==> config.mk <==
export PLATFORM = sky130hd
export DESIGN_NAME = jtframe_sdram_arb
export DESIGN_NICKNAME = d
export VERILOG_FILES = /design/src/rtl/jtframe_sdram_pkg.sv /design/src/rtl/jtframe_rr_pick.sv /design/src/rtl/jtframe_sdram_arb.sv
export SDC_FILE = /design/constraint.sdc
export NUM_CORES = 1
export LEC_CHECK = 0
export ABC_CLOCK_PERIOD_IN_PS = 2700
export BUFFER_PORTS_ARGS = -buffer_cell sky130_fd_sc_hd__buf_4
export CAP_MARGIN = 20
export CORE_UTILIZATION = 39
export DETAILED_ROUTE_END_ITERATION = 10
export GPL_TIMING_DRIVEN = 0
export PLACE_DENSITY = 0.89
export SETUP_SLACK_MARGIN = 0.5
export SLEW_MARGIN = 10
export SYNTH_ARGS = -nofsm -noshare
export SYNTH_HDL_FRONTEND = slang
export SYNTH_SLANG_ARGS = --single-unit
==> constraint.sdc <==
create_clock -name clk_rom -period 2.7 [get_ports clk_rom]
set_clock_uncertainty 0.05 [all_clocks]
set_input_delay 0.405 -clock clk_rom [delete_from_list [all_inputs] [get_ports clk_rom]]
set_output_delay 0.405 -clock clk_rom [all_outputs]
set_load 0.01 [all_outputs]
==> src/rtl/jtframe_sdram_pkg.sv <==
// Shared types and constants for the SDRAM request arbiter.
package jtframe_sdram_pkg;

    typedef enum logic [1:0] {
        IDLE     = 2'd0,
        WAIT_ACK = 2'd1,
        WAIT_RDY = 2'd2
    } arb_state_t;

    localparam int SDRAM_DW = 32;
    localparam int WR_DW    = 16;

    // Owner code wide enough for up to 8 read slots plus the write slot
    localparam int OWNER_W  = 4;

    // The write-back slot is encoded as owner NSLOT, one past the last read slot
    function automatic logic [OWNER_W-1:0] owner_wr(input int nslot);
        return OWNER_W'(nslot);
    endfunction

endpackage

==> src/rtl/jtframe_rr_pick.sv <==
// Combinational round-robin picker: rotate the request vector so that slot rr
// sits at bit 0, priority-encode the lowest set bit, then rotate the index back.
module jtframe_rr_pick #(
    parameter int NSLOT = 4,
    parameter int RW    = $clog2(NSLOT)
) (
    input  logic [NSLOT-1:0] req,
    input  logic [RW-1:0]    rr,
    output logic [RW-1:0]    grant,
    output logic             any_req
);

    localparam logic [RW:0] NS = (RW+1)'(NSLOT);

    logic [2*NSLOT-1:0] dbl;
    logic [NSLOT-1:0]   rot;
    logic [RW-1:0]      off;
    logic               found;
    logic [RW:0]        sum;

    // Rotate, priority encode, un-rotate modulo NSLOT
    always_comb begin
        dbl   = {req, req};
        rot   = NSLOT'(dbl >> rr);
        off   = '0;
        found = 1'b0;
        for (int k = 0; k < NSLOT; k++) begin
            if (!found && rot[k]) begin
                off   = RW'(k);
                found = 1'b1;
            end
        end
        sum = {1'b0, rr} + {1'b0, off};
        if (sum >= NS) sum = sum - NS;
        grant   = sum[RW-1:0];
        any_req = |req;
    end

endmodule

==> src/rtl/jtframe_sdram_arb.sv <==
// Shares the single SDRAM controller port between NSLOT read slots and one
// write-back slot. Writes win over reads, reads rotate round-robin, and no new
// grant is issued while a ROM download is running.
//
// Handshake: sdram_req is a level held with all sdram_* fields stable until
// sdram_ack is sampled high; data_rdy then closes the transaction and the
// owner receives a one-cycle slot_ok/wr_ok pulse on the following cycle.
module jtframe_sdram_arb
    import jtframe_sdram_pkg::*;
#(
    parameter int NSLOT = 4,
    parameter int AW    = 22
) (
    input  logic                    clk_rom,
    input  logic                    rst,
    input  logic                    downloading,
    input  logic [NSLOT-1:0]        slot_req,
    input  logic [NSLOT*AW-1:0]     slot_addr,
    input  logic [NSLOT*2-1:0]      slot_bank,
    output logic [NSLOT-1:0]        slot_ok,
    output logic [SDRAM_DW-1:0]     slot_dout,
    input  logic                    wr_req,
    input  logic [AW-1:0]           wr_addr,
    input  logic [1:0]              wr_bank,
    input  logic [WR_DW-1:0]        wr_data,
    input  logic [1:0]              wr_mask,
    output logic                    wr_ok,
    output logic                    sdram_req,
    input  logic                    sdram_ack,
    output logic [AW-1:0]           sdram_addr,
    output logic [1:0]              sdram_bank,
    output logic                    sdram_rnw,
    output logic [1:0]              sdram_wrmask,
    output logic [WR_DW-1:0]        data_write,
    input  logic [SDRAM_DW-1:0]     data_read,
    input  logic                    data_rdy,
    output arb_state_t              dbg_state,
    output logic [$clog2(NSLOT)-1:0] dbg_rr
);

    localparam int                 RW         = $clog2(NSLOT);
    localparam logic [OWNER_W-1:0] OWNER_WR   = owner_wr(NSLOT);
    localparam logic [OWNER_W-1:0] OWNER_LAST = OWNER_W'(NSLOT-1);

    arb_state_t         state_q, state_d;
    logic [OWNER_W-1:0] owner;
    logic [RW-1:0]      rr;
    logic [RW-1:0]      pick;
    logic               pick_any;
    logic               grant_wr, grant_rd, take_ack, done;

    jtframe_rr_pick #(.NSLOT(NSLOT)) u_pick (
        .req     (slot_req),
        .rr      (rr),
        .grant   (pick),
        .any_req (pick_any)
    );

    // State register
    always_ff @(posedge clk_rom) begin
        if (rst) state_q <= IDLE;
        else     state_q <= state_d;
    end

    // Next-state: hold off grants while downloading, one transaction at a time
    always_comb begin
        state_d = state_q;
        case (state_q)
            IDLE:     if (!downloading && (wr_req || pick_any)) state_d = WAIT_ACK;
            WAIT_ACK: if (sdram_ack) state_d = WAIT_RDY;
            WAIT_RDY: if (data_rdy)  state_d = IDLE;
            default:  state_d = IDLE;
        endcase
    end

    // Transition strobes that steer the registered datapath
    always_comb begin
        grant_wr = (state_q == IDLE) && !downloading && wr_req;
        grant_rd = (state_q == IDLE) && !downloading && !wr_req && pick_any;
        take_ack = (state_q == WAIT_ACK) && sdram_ack;
        done     = (state_q == WAIT_RDY) && data_rdy;
    end

    // Registered request fields, owner tracking, completion pulses and rr update
    always_ff @(posedge clk_rom) begin
        if (rst) begin
            sdram_req    <= 1'b0;
            sdram_rnw    <= 1'b1;
            sdram_addr   <= '0;
            sdram_bank   <= '0;
            sdram_wrmask <= '0;
            data_write   <= '0;
            slot_ok      <= '0;
            wr_ok        <= 1'b0;
            slot_dout    <= '0;
            rr           <= '0;
            owner        <= '0;
        end else begin
            slot_ok <= '0;
            wr_ok   <= 1'b0;
            if (grant_wr) begin
                sdram_req    <= 1'b1;
                sdram_rnw    <= 1'b0;
                sdram_addr   <= wr_addr;
                sdram_bank   <= wr_bank;
                sdram_wrmask <= wr_mask;
                data_write   <= wr_data;
                owner        <= OWNER_WR;
            end else if (grant_rd) begin
                sdram_req    <= 1'b1;
                sdram_rnw    <= 1'b1;
                sdram_addr   <= slot_addr[pick*AW +: AW];
                sdram_bank   <= slot_bank[pick*2 +: 2];
                sdram_wrmask <= 2'b00;
                owner        <= OWNER_W'(pick);
            end
            if (take_ack) sdram_req <= 1'b0;
            if (done) begin
                if (owner == OWNER_WR) begin
                    wr_ok <= 1'b1;
                end else begin
                    slot_ok[owner[RW-1:0]] <= 1'b1;
                    slot_dout              <= data_read;
                    rr <= (owner == OWNER_LAST) ? '0 : owner[RW-1:0] + RW'(1);
                end
            end
        end
    end

    assign dbg_state = state_q;
    assign dbg_rr    = rr;

endmodule

# [After elaboration in Yosys (flattened, before gate mapping)]
# Index checks and enable logic that the tools add are counted.
[op_classes] add_sub_neg=3 n_mul=1 div_mod_pow=0 n_lt_le_gt_ge=3 eq_ne=7 n_shift=3 muxes=26 n_bitwise=2 n_reduce_logical=26
[op_table] operator="$shiftx A88 B8 Y22" count=1
[op_table] operator="$mux W22" count=2
[op_table] operator="$mux W2" count=11
[op_table] operator="$logic_and A1 B1 Y1" count=11
[op_table] operator="$mux W1" count=9
[op_table] operator="$shiftx A8 B4 Y2" count=1
[op_table] operator="$shr A8 B2 Y4" count=1
[op_table] operator="$mul A2 B4 Y6 const B" count=1
[op_table] operator="$mux W3" count=2
[op_table] operator="$ne A2 B2 Y1 const B" count=3
[op_table] operator="$pmux W2 S3" count=1
[op_table] operator="$reduce_or A2 Y1" count=3
[op_table] operator="$logic_not A1 Y1" count=5
[op_table] operator="$reduce_or A4 Y1" count=1
[op_table] operator="$add A2 B2 Y3" count=1
[op_table] operator="$eq A3 B2 Y1 const B" count=1
[op_table] operator="$eq A3 B3 Y1 const B" count=1
[op_table] operator="$ge A3 B3 Y1 const B" count=1
[op_table] operator="$lt A2 B3 Y1 const B" count=1
[op_table] operator="$reduce_and A3 Y1" count=1
[op_table] operator="$reduce_or A3 Y1" count=1
[op_table] operator="$add A2 B1 Y2 const B" count=1
[op_table] operator="$demux W1 S2" count=1
[op_table] operator="$eq A2 B1 Y1 const B" count=1
[op_table] operator="other kinds (8)" count=9
[word_totals] register_bits=88 latch_bits=0 ramBits=0 mem_bits_ro=0 output_inout_bits=85 wordCells=84 n_memories=0

# [Longest topological paths before layout]
[depth] depth_word=18 ltp_mapped=11 ltp_nobuf=10

# [Modules after synthesis]
# Synthesis repeated with hierarchy kept, for this count alone.
[hier_totals] cells_unflattened=483 hier_area_um2=4284.1
[modules_own_cells] mod="jtframe_sdram_arb" instances=1 cells_per_inst=455 area_each_um2=4093.9 seq_area_each_um2=1761.7
[modules_own_cells] mod="jtframe_rr_pick" instances=1 cells_per_inst=28 area_each_um2=190.2 seq_area_each_um2=0.0

# [Least setup slack after synthesis]
# OpenSTA, ideal clock, no wires.
[synth_path] kind="input port to flip-flop" startpoint="in slot_req[2]" endpoint="reg sdram_addr[15]" setup_ps=117 t_arrival_ps=2541 required_time_ps=2533 setup_slack_ps=-8 stages=10 path_buffers=4 path_cell_list="buf_4 -> or4_1 -> o211ai_1 -> ha_1 -> clkbuf_1 -> buf_2 -> buf_1 -> mux2i_1 -> nand2_1 -> a22o_1"
[synth_between] elab_chain_cells=18
[synth_lines] item="start: declaration" line="jtframe_sdram_arb.sv:17" source="input logic [NSLOT-1:0] slot_req,"
[synth_lines] item="$shr A8 B2 Y4 *" line="jtframe_rr_pick.sv:24" source="rot = NSLOT'(dbl >> rr);"
[synth_lines] item="$mux W1" line="jtframe_rr_pick.sv:28" source="if (!found && rot[k]) begin"
[synth_lines] item="$logic_not A1 Y1" line="jtframe_rr_pick.sv:28"
[synth_lines] item="$logic_and A1 B1 Y1" line="jtframe_rr_pick.sv:28"
[synth_lines] item="$mux W1" line="jtframe_rr_pick.sv:28"
[synth_lines] item="$logic_not A1 Y1" line="jtframe_rr_pick.sv:28"
[synth_lines] item="$logic_and A1 B1 Y1" line="jtframe_rr_pick.sv:28"
[synth_lines] item="$mux W1" line="jtframe_rr_pick.sv:28"
[synth_lines] item="(+3 left out)"
[synth_lines] item="$add A2 B2 Y3 *" line="jtframe_rr_pick.sv:33" source="sum = {1'b0, rr} + {1'b0, off};"
[synth_lines] item="$ge A3 B3 Y1 or $sub A2 B1 Y2 (tied branches)" line="jtframe_rr_pick.sv:34" source="if (sum >= NS) sum = sum - NS;"
[synth_lines] item="$mux W2 *" line="jtframe_rr_pick.sv:34"
[synth_lines] item="named net pick[0]" line="jtframe_sdram_arb.sv:48" source="logic [RW-1:0] pick;"
[synth_lines] item="$mul A2 B4 Y6 *" line="jtframe_sdram_arb.sv:112" source="sdram_addr <= slot_addr[pick*AW +: AW];"
[synth_lines] item="$shiftx A88 B8 Y22 *" line="jtframe_sdram_arb.sv:112"
[synth_lines] item="$mux W22 *" line="jtframe_sdram_arb.sv:109" source="end else if (grant_rd) begin"
[synth_lines] item="$mux W22 *" line="jtframe_sdram_arb.sv:101" source="if (grant_wr) begin"
[synth_lines] item="end signal: assignment" line="jtframe_sdram_arb.sv:104" source="sdram_addr <= wr_addr;"
[synth_lines] item="end signal: assignment" line="jtframe_sdram_arb.sv:112"
[synth_lines] item="end: declaration" line="jtframe_sdram_arb.sv:30" source="output logic [AW-1:0] sdram_addr,"
# Mark *: on every way through the listed nets, which the timed path passes. The rest lies on a longest branch. The select of a mux whose other input is x is not followed.
# A chain may end at the register's enable or synchronous reset.

# [Worst setup path in the final report]
[layout_path] startpoint="reg rr[0], in the netlist dbg_rr[0]" endpoint="reg sdram_addr[18]"
[layout_between] elab_chain_cells=18
[layout_lines] item="start: declaration" line="jtframe_sdram_arb.sv:47" source="logic [RW-1:0] rr;"
[layout_lines] item="start signal: assignment" line="jtframe_sdram_arb.sv:124" source="rr <= (owner == OWNER_LAST) ? '0 : owner[RW-1:0] + RW'(1);"
[layout_lines] item="$shr A8 B2 Y4" line="jtframe_rr_pick.sv:24"
[layout_lines] item="$mux W1" line="jtframe_rr_pick.sv:28"
[layout_lines] item="$logic_not A1 Y1" line="jtframe_rr_pick.sv:28"
[layout_lines] item="$logic_and A1 B1 Y1" line="jtframe_rr_pick.sv:28"
[layout_lines] item="$mux W1" line="jtframe_rr_pick.sv:28"
[layout_lines] item="$logic_not A1 Y1" line="jtframe_rr_pick.sv:28"
[layout_lines] item="$logic_and A1 B1 Y1" line="jtframe_rr_pick.sv:28"
[layout_lines] item="$mux W1" line="jtframe_rr_pick.sv:28"
[layout_lines] item="(+2 left out)"
[layout_lines] item="$mux W2" line="jtframe_rr_pick.sv:28"
[layout_lines] item="$add A2 B2 Y3 *" line="jtframe_rr_pick.sv:33"
[layout_lines] item="$ge A3 B3 Y1 or $sub A2 B1 Y2 (tied branches)" line="jtframe_rr_pick.sv:34"
[layout_lines] item="$mux W2 *" line="jtframe_rr_pick.sv:34"
[layout_lines] item="$mul A2 B4 Y6 *" line="jtframe_sdram_arb.sv:112"
[layout_lines] item="$shiftx A88 B8 Y22 *" line="jtframe_sdram_arb.sv:112"
[layout_lines] item="$mux W22 *" line="jtframe_sdram_arb.sv:109"
[layout_lines] item="$mux W22 *" line="jtframe_sdram_arb.sv:101"
# Mark *: on every way between the ends. The rest lies on a longest branch, timed or not. The select of a mux whose other input is x is not followed.

==> results by group <==
Logic synthesis
  – Mapped Cells: 493
  – Compound-Gate Fraction of Synth Area: around 22%
  – Avg Inst Size Synth: roughly 8.7 um2
  – Post-synthesis cell type count: 45
  – Syn_nets: 678
  – Largest family of logic cells by synthesized area: compound AO/OA/AOI/OAI gates
  – Post-synthesis sequential area ratio: between 40 and 50%
  – Xor/xnor share of the synthesized area: 0.406%
  – #FFs+latches synth: 88
  – Post-Synth Simple-Gate Area: 16.2%
  – Synth Flop Type: dfxtp_1
  – Yosys warns: 0
  – Post-synth ARST share: 0%
  – Post-synth EDFFs: 0
  – Count leader, synth: nand2_1
  – Dominant cell type by area after synthesis: dfxtp_1
  – Adder-cell share of the synthesized area: under 10%
  – Synth cell count leaders: nand2_1, dfxtp_1, a21oi_1, mux2i_1, inv_1
  – Syn Std Cell Area: 4310 um2
  – Synth top area cells: dfxtp_1, nand2_1, mux2i_1, a221oi_2, a21oi_1
  – Synth top area share: between 40% and 50%
  – Mux cell area share after synthesis: 12.0%

Flow run
  – MaxCap Viol Count: 0

Final layout
  – Number of inserted diodes: 0
  – Core Util, Final: 65.5%
  – Layout cell share with drive strength beyond 1: 45.1%
  – Total Nets Final: 970
  – Area Overhead vs Synth: 64.1%

Global routing
  – Global route total overflow: 0
  – First-pass GRT wire length: between 20000 and 25000 um
  – Vias in the first global route: between 4000 and 5000
  – Initial antenna violation count: 0
  – Largest net degree at the start of global routing: 16
  – Total global-route track usage: 25.1%

Die
  – CORE AREA: about 11000 um2
  – Die Ht: approximately 110 um
  – Site Rows: 38
  – Die area: 11500 um2
  – Die width: 107 um
  – Initial Utilization: 39.9%
  – # IOs: 265

Placed design
  – Number of port buffers: 261
  – Post-DP HPWL: 11100 um
  – Final GP Congestion: 0.845

Setup path
  – R2r worst-path depth: 11
  – CP Max Fanout: 6
  – Kind of end point of the critical path: register
  – Critical path depth: 11
  – Buf/Inv on CP: 3
  – CP Launch Type: register
  – Critical path class: reg -> reg
  – CP cell instances: buf_6, or4_1, o211ai_1, ha_2, xor2_2, nand2b_4, mux2i_4, buf_6, buf_8, a221oi_2, a22o_1
  – Max incr delay on CP: approximately 0.46 ns
  – CP required: 2.95 ns
  – Critical path's most frequent cell: buf_6
  – Arr. time, crit path: roughly 2.8 ns
  – Cell family with most CP delay: simple AND/OR/NAND/NOR gates
  – CP max stage cell: or4_1

Drt
  – Routed wire length: about 15000 um
  – WL/cell: 15.9 um
  – DR iter-0 viols: 165
  – Via-per-instance ratio: between 5 and 6
  – DRT Pass-1 Iters: 6
  – DRC Markers: 0
  – Vias: 4658
  – Final ANT Viol Nets: 0

Status
  – Status: finished, final reports clean

Min path
  – Hold path cells: 3
  – Worst Hold Class: in -> reg

Timing
  – Pins over their slew limit: 0
  – RSZ-0062 raised after global routing: true
  – Total negative setup slack: 0 ns
  – Slew margin rel.: between 50 and 60%
  – Fin crit period: between 2 and 3 ns
  – Worst slew pin tran: 0.630 ns
  – Final setup fails: 0
  – Fin. Hold Viols: 0
  – Crit share post-route: 93.9%
  – F_max: 394 MHz

CTS
  – Clock root buffer: clkbuf_8
  – Clock sinks: 88
  – Clock slew seen by the registers of the worst setup and hold paths: 0.09 ns
  – Hold Buf Count CTS: 0
  – TritonCTS clock tree: done
  – CTS buffer count: 9
  – Skew-Pair Late Insertion Delay: 0.35 ns
  – CTS H-Tree Depth: 3
  – CTS Buffer Depth: 2

Pwr
  – Tot Pwr: between 3 and 4 mW
  – Leak Pwr: 3.28 nW
  – Worst VDD drop: ~0.35 mV
  – Cell Pwr Density: 467 nW/um2
metal layers:
layer,track usage (%),wire (um),part of all wire [%]
met5,0,0,0
met4,6.65,235,1.6
met3,7.54,1340,9.0
met2,47.0,7570,51
met1,27.3,5660,38
layout by cell type, fill, tap and decap left out, types with 6 or more instances in the layout:
| cell type | instances |
|---|---|
| and2_1 | 6 |
| clkbuf_8 | 10 |
| clkbuf_1 | 18 |
| mux2i_1 | 45 |
| buf_4 | 275 |
| a22o_1 | 22 |
| dfxtp_1 | 87 |
| buf_8 | 6 |
| nand2_1 | 126 |
| inv_1 | 29 |
| a21oi_1 | 55 |
| a221oi_2 | 19 |
| nor2_1 | 10 |
| buf_6 | 10 |
cell type report:
class	instances	area, um2
fillers	910	3720
multi-input cells	339	2350
repair buffers	281	2150
flip-flops and latches	88	1770
plain buffers	37	297
well taps	140	175
clock buffers	10	138
inverters	29	109
clock inverters	6	90.1
registers in the layout, summed over array words and instances (netlist names), 3 cells and up:
register    count
sdram_addr     22
slot_ok         4
slot_dout      32
owner           3
data_write     16
power breakdown:
group	switching, mW	total [mW]	internal (mW)
logic	0.378	0.850	0.472
clock network	0.506	1.06	0.554
registers	0.0360	1.39	1.36
total	0.920	3.30	2.38
worst paths after layout:
check                  start             end  slack [ns]
setup / recovery   dbg_rr[0]  sdram_addr[18]        0.16
hold / removal    wr_data[9]   data_write[9]        0.24
setup reg to reg   dbg_rr[0]  sdram_addr[18]        0.16
hold reg to reg    sdram_req       sdram_req        0.39
logic make-up (layout without fill, tap and decap cells):
logic type,after synthesis,count (layout)
AOI/OAI and AO/OA,116,116
and+or+nand+nor,165,165
muxes,51,51
DFF,88,88
xor gates and xnor gates,2,2
adders and majority gates,5,5
buffers and inverters,66,363
worst reg2reg max path: cells and delay by family (launching register included):
kind | cells | cell delay [ns]
and+or+nand+nor | 2 | 0.64
buffers and inverters | 3 | 0.41
AOI/OAI and AO/OA | 3 | 0.51
muxes | 1 | 0.09
DFF | 1 | 0.35
xor gates and xnor gates | 1 | 0.21
adders and majority gates | 1 | 0.22
per-stage QoR:
step,setup WS [ns],instance area (um2),hold WS [ns],cells
5_1_grt,0.0521,7070,0.217,930
6_report,0.165,7070,0.243,930
4_1_cts,0.175,7000,0.220,927
3_5_place_dp,-0.0810,6490,0.385,894
2_1_floorplan,0.297,4360,0.415,493
3_3_place_gp,-0.0478,6490,0.383,894
what timing repair did:
action,in CTS,in global routing
resized for setup,31,10
setup buffers,14,2
setup endpoints to repair,26,26
gates cloned,3,1
pin swaps,25,8
Note: power is estimated with default switching activity, not from simulation.
